$ cat config.mk
export PLATFORM = sky130hd
export DESIGN_NAME = line_fill_buffer
export DESIGN_NICKNAME = d
export VERILOG_FILES = /design/src/rtl/line_fill_buffer.sv
export SDC_FILE = /design/constraint.sdc
export NUM_CORES = 1
export LEC_CHECK = 0
export BUFFER_PORTS_ARGS = -buffer_cell sky130_fd_sc_hd__buf_4
export CORE_ASPECT_RATIO = 1.4
export CORE_MARGIN = 1
export CORE_UTILIZATION = 25
export DETAILED_ROUTE_END_ITERATION = 7
export PLACE_DENSITY = 0.42
export SETUP_SLACK_MARGIN = 0.02
export SLEW_MARGIN = 15
export SYNTH_ARGS = -nofsm -noshare
export SYNTH_HDL_FRONTEND = slang
export SYNTH_SLANG_ARGS = --single-unit
$ cat constraint.sdc
create_clock -name Clk -period 3 [get_ports Clk]
set_input_delay 0.6 -clock Clk [delete_from_list [all_inputs] [get_ports Clk]]
set_output_delay 0.6 -clock Clk [all_outputs]
set_load 0.01 [all_outputs]
$ cat src/rtl/line_fill_buffer.sv
// line_fill_buffer: critical-word-first AXI4 WRAP line fill
// for the cache miss path, with early critical-word return.
module line_fill_buffer #(
  parameter int WORDS_PER_LINE = 8,
  parameter int ADDR_W = 32
) (
  input  logic                        Clk,
  input  logic                        Rst,
  input  logic                        LB_Enable,
  input  logic [ADDR_W-1:0]           MissAddress,
  output logic [ADDR_W-1:0]           LineAddress,
  output logic                        LB_FirstWord,
  output logic [31:0]                 CrtWordData,
  output logic                        LB_Completed,
  output logic [32*WORDS_PER_LINE-1:0] LineData,
  output logic                        Busy,
  output logic                        Error,
  output logic [ADDR_W-1:0]           M_ARADDR,
  output logic [7:0]                  M_ARLEN,
  output logic [2:0]                  M_ARSIZE,
  output logic [1:0]                  M_ARBURST,
  output logic                        M_ARVALID,
  input  logic                        M_ARREADY,
  input  logic [31:0]                 M_RDATA,
  input  logic [1:0]                  M_RRESP,
  input  logic                        M_RLAST,
  input  logic                        M_RVALID,
  output logic                        M_RREADY
);

  localparam int IW =
    (WORDS_PER_LINE > 1) ? $clog2(WORDS_PER_LINE) : 1;
  localparam int LOFF = $clog2(4 * WORDS_PER_LINE);
  localparam logic [IW-1:0] LAST = IW'(WORDS_PER_LINE - 1);

  localparam logic [2:0] IDLE  = 3'd0;
  localparam logic [2:0] ADDR  = 3'd1;
  localparam logic [2:0] DATA  = 3'd2;
  localparam logic [2:0] DONE  = 3'd3;
  localparam logic [2:0] DRAIN = 3'd4;

  logic [2:0]    state;
  logic [IW-1:0] idx;
  logic [IW-1:0] cnt;
  logic [IW-1:0] startIdx;
  logic          abortReq;
  logic          beat;
  logic          lastBeat;
  logic          beatErr;
  logic          live;

  assign M_ARLEN   = 8'(WORDS_PER_LINE - 1);
  assign M_ARSIZE  = 3'b010;
  assign M_ARBURST = 2'b10;
  assign M_RREADY  = (state == DATA) || (state == DRAIN);

  assign startIdx = IW'(MissAddress >> 2) & LAST;
  assign beat     = M_RVALID && M_RREADY;
  assign lastBeat = (cnt == LAST);
  assign beatErr  = (M_RRESP != 2'b00) || (M_RLAST != lastBeat);
  // A beat only counts toward FirstWord/Completed while the
  // controller still wants the line; otherwise it is drained.
  assign live     = (state == DATA) && LB_Enable;

  // Fill sequencer: AR issue, beat assembly, handshake and drain
  always_ff @(posedge Clk) begin
    if (Rst) begin
      state        <= IDLE;
      idx          <= '0;
      cnt          <= '0;
      abortReq     <= 1'b0;
      LineAddress  <= '0;
      M_ARADDR     <= '0;
      M_ARVALID    <= 1'b0;
      LB_FirstWord <= 1'b0;
      LB_Completed <= 1'b0;
      CrtWordData  <= '0;
      LineData     <= '0;
      Busy         <= 1'b0;
      Error        <= 1'b0;
    end else begin
      LB_FirstWord <= 1'b0;
      unique case (state)
        IDLE: begin
          if (LB_Enable) begin
            M_ARADDR    <= {MissAddress[ADDR_W-1:2], 2'b00};
            LineAddress <= {MissAddress[ADDR_W-1:LOFF],
                            LOFF'(0)};
            idx         <= startIdx;
            cnt         <= '0;
            Error       <= 1'b0;
            Busy        <= 1'b1;
            abortReq    <= 1'b0;
            M_ARVALID   <= 1'b1;
            state       <= ADDR;
          end
        end
        ADDR: begin
          if (!LB_Enable) abortReq <= 1'b1;
          if (M_ARREADY) begin
            M_ARVALID <= 1'b0;
            state <= (abortReq || !LB_Enable) ? DRAIN : DATA;
          end
        end
        DATA, DRAIN: begin
          if (!live) state <= DRAIN;
          if (beat) begin
            LineData[{idx, 5'b00000} +: 32] <= M_RDATA;
            idx <= (idx == LAST) ? '0 : idx + 1'b1;
            cnt <= cnt + 1'b1;
            if (beatErr) Error <= 1'b1;
            if (live && cnt == '0) begin
              CrtWordData  <= M_RDATA;
              LB_FirstWord <= 1'b1;
            end
            if (lastBeat) begin
              if (live) begin
                LB_Completed <= 1'b1;
                state        <= DONE;
              end else begin
                Busy  <= 1'b0;
                state <= IDLE;
              end
            end
          end
        end
        DONE: begin
          if (!LB_Enable) begin
            LB_Completed <= 1'b0;
            Busy         <= 1'b0;
            state        <= IDLE;
          end
        end
        default: state <= IDLE;
      endcase
    end
  end

endmodule

==> metrics.csv <==
stage;metric;value;unit
outcome;status;finished clean;
setup_path;crit_buf_inv;2;
yosys;synth_top_cell_area_share;0.470;
flow_run;maxCapViolCount;0;
final_layout;nNetsFinal;1839;
setup_path;path_class;register to primary output;
setup_path;cp.arrival;1.98;ns
setup_path;worst_setup_path_end_kind;primary output;
clock_network;clock_path_buffers;3;
final_layout;design_area;19200;um2
clock_network;htreeDepth;2;
clock_network;cts_tree;done;
sta;setup_violations;0;
final_layout;final_common_cell;buf_4;
clock_network;cts_sinks;333;
floorplanning;die-area;57700;um2
setup_path;start_kind;register;
worst_hold_path;min_path_type;primary input to register;
clock_network;clk_pin_slew;0.06;ns
clock_network;insertion_delay;0.56;ns
worst_hold_path;min_delay_path_depth;3;
power_and_ir_drop;pwr_density_cell;535;nW/um2
placement;place_area;17800;um2
routing;firstDrtPassIters;4;
floorplanning;design.core.area;55600;um2
global_routing;track_usage;0.174;
final_layout;multi_input_area;6750;um2
final_layout;register_area;6670;um2
yosys;synth-seq-area-share;0.470;
setup_path;cp.required;2.40;ns
clock_network;cts_buffers;39;
final_layout;final_cell_mix;buf_4, nand2b_1, dfxtp_1;
power_and_ir_drop;ir_drop;0.000323;V
setup_path;crit_family;flip-flops;
routing;drtAntennaViolNets;0;
setup_path;crit_fanout;13;
final_layout;fin_util;0.344;
clock_network;hold_buffers;0;
sta;fin_crit_sh;0.861;
sta;finalHoldViolCount;0;
global_routing;antenna_found_initial;0;
floorplanning;placementRows;102;
setup_path;crit-reg2reg-launch;idx[1]$_SDFFE_PP0P_;
sta;worst_pin_slew;1.07;ns
floorplanning;start_util;0.255;
routing;viasPerCell;4.31;
sta;maxSlewViolCount;0;
setup_path;cp_slowest_stage_delay;0.65;ns
setup_path;reg2reg_depth;5;
yosys;avgSynthCellArea;10.2;um2
sta;hold_ws;0.290;ns
yosys;ys_ff_latch;333;
setup_path;r2r_setup_slack;0.45;ns
setup_path;crit_chain;buf_4, xnor2_2, nor2_1, buf_4;
global_routing;grt_overflow_total;0;
yosys;ys_top_cells_by_area;dfxtp_1, mux2i_1, nand2b_1;
setup_path;path_common_cell;buf_4;
routing;routed_wl;51.0;mm
floorplanning;die_h;284;um
sta;fin_crit;2.58;ns
worst_hold_path;min_from;MissAddress[26];
routing;wl_per_cell;20.3;um
sta;timing.setup.tns;0;ns
sta;grt_setup_unrepaired;no;
routing;drc;0;
yosys;ys.warnings.count;0;
setup_path;crit_slowest_cell;dfxtp_1;
placement;port_buffers;420;
yosys;yosys.cell_types.count;48;
clock_network;ctsResizeCount;0;
floorplanning;die_w;203;um
yosys;ys.flop_type;dfxtp_1;
routing;drt_iter0_drc;378;
power_and_ir_drop;leakage;0.00871;uW
worst_hold_path;min_to;M_ARADDR[26]$_SDFFE_PP0P_;
power_and_ir_drop;totalPowerFinal;10300;uW
placement;dp.final_hpwl;36.2;mm
final_layout;fillers;5737;
global_routing;first_global_vias;11100;
yosys;synth_area_leader_cell;dfxtp_1;
yosys;synthesis.instances;1396;
sta;slew-limit-headroom;0.283;
clock_network;clock-root-buffer;clkbuf_16;
yosys;synth-edff-count;0;
placement;gp_congestion;0.751;
clock_network;post_cts_buffers;0;
yosys;async_flop_share;0;
sta;max_freq;0.387;GHz
setup_path;timing.rr.end;LineData[253]$_SDFFE_PP0P_;
sta;finClkSkew;0.0196;ns
floorplanning;pin_count;443;
final_layout;area_delta_synth_final;35.1;%
routing;vias;10900;
global_routing;grt_pass1_wl;74.6;mm
final_layout;post_route_cells_drive_above_1_share;0.299;
global_routing;grt_max_degree;114;
yosys;syn_area;14200;um2
==> through the flow <==
stage | instances | worst slack [ns]
3_3_place_gp | 2444 | 0.509
6_report | 2517 | 0.416
3_5_place_dp | 2444 | 0.435
4_1_cts | 2516 | 0.100
5_1_grt | 2516 | 0.294
2_1_floorplan | 1414 | 0.934
==> worst max-delay path by stage <==
stage | startpoint | endpoint | slack (ns) | cells after the start
finish | state[1]$_SDFFE_PP0P_ | M_RREADY | 0.42 | 4
global route | state[1]$_SDFFE_PP0P_ | M_RREADY | 0.29 | 4
CTS | state[1]$_SDFFE_PP0P_ | M_RREADY | 0.10 | 4
detailed placement | idx[1]$_SDFFE_PP0P_ | LineData[253]$_SDFFE_PP0P_ | 0.44 | 5
global placement | idx[1]$_SDFFE_PP0P_ | LineData[255]$_SDFFE_PP0P_ | 0.51 | 5
floorplan | idx[0]$_SDFFE_PP0P_ | LineData[10]$_SDFFE_PP0P_ | 0.93 | 8
==> logic make-up (layout without fill, tap and decap cells) <==
family          count (synthesis)  after routing  synth area share
simple gates                  538            538             0.219
mux                           289            289             0.204
flops                         333            333             0.470
buf+inv                       156            530            0.0647
compound gates                 65             65            0.0292
xor+xnor                        3              3           0.00318
other cells                     2             21          0.000530
fa+ha+maj                      10             10           0.00883
==> power by group <==
group	switching, uW	internal [uW]
combinational	476	352
clock	2000	2910
sequential	47.8	4470
total	2530	7730
==> flip-flops by register name, summed over array words and instances, names as in the netlist <==
name          count
M_ARADDR         30
Error             1
abortReq          1
LineData        256
LB_Completed      1
Busy              1
cnt               3
state             3
M_ARVALID         1
idx               3
LB_FirstWord      1
CrtWordData      32
==> layer usage <==
metal / routed length (um) / global-route usage
met5: 0 / 0
met1: 19200 / 0.184
met4: 1630 / 0.0637
met2: 26500 / 0.320
met3: 3590 / 0.0504
==> worst min-delay path, delay by kind of cell <==
kind | cells | cell delay (ns)
compound gates | 1 | 0.05
buf+inv | 1 | 0.11
simple gates | 1 | 0.05
==> cells in the mapped netlist, types with 2 or more instances <==
cell and count:
nor3b_1 6, nand4b_2 3, a21oi_1 38, nand2_1 141, clkbuf_1 55, a21bo_2 2
o31ai_1 2, or3_1 4, o21ai_0 4, inv_1 9, and3b_1 5, buf_4 59
dfxtp_1 333, nor4b_2 2, a311oi_1 3, nor2b_1 13, o32ai_1 2, nor2_1 4
nand2b_1 341, conb_1 2, nand3b_1 6, nand3_1 2, nor4b_1 2, nor4_1 2
mux2i_1 288, buf_6 11, a221oi_1 2, a21o_1 2, ha_1 10, a211oi_1 4
buf_2 22
==> area by class of cell <==
class	instances	share of cell area
Multi-Input combinational cell	925	0.352
Inverter	9	0.00176
Antenna cell	1	0.000131
Tap cell	728	0.0476
Clock buffer	61	0.0621
Sequential cell	333	0.348
Clock inverter	11	0.00640
Timing Repair Buffer	449	0.182
No activity file was read; power rests on OpenSTA's default activity.
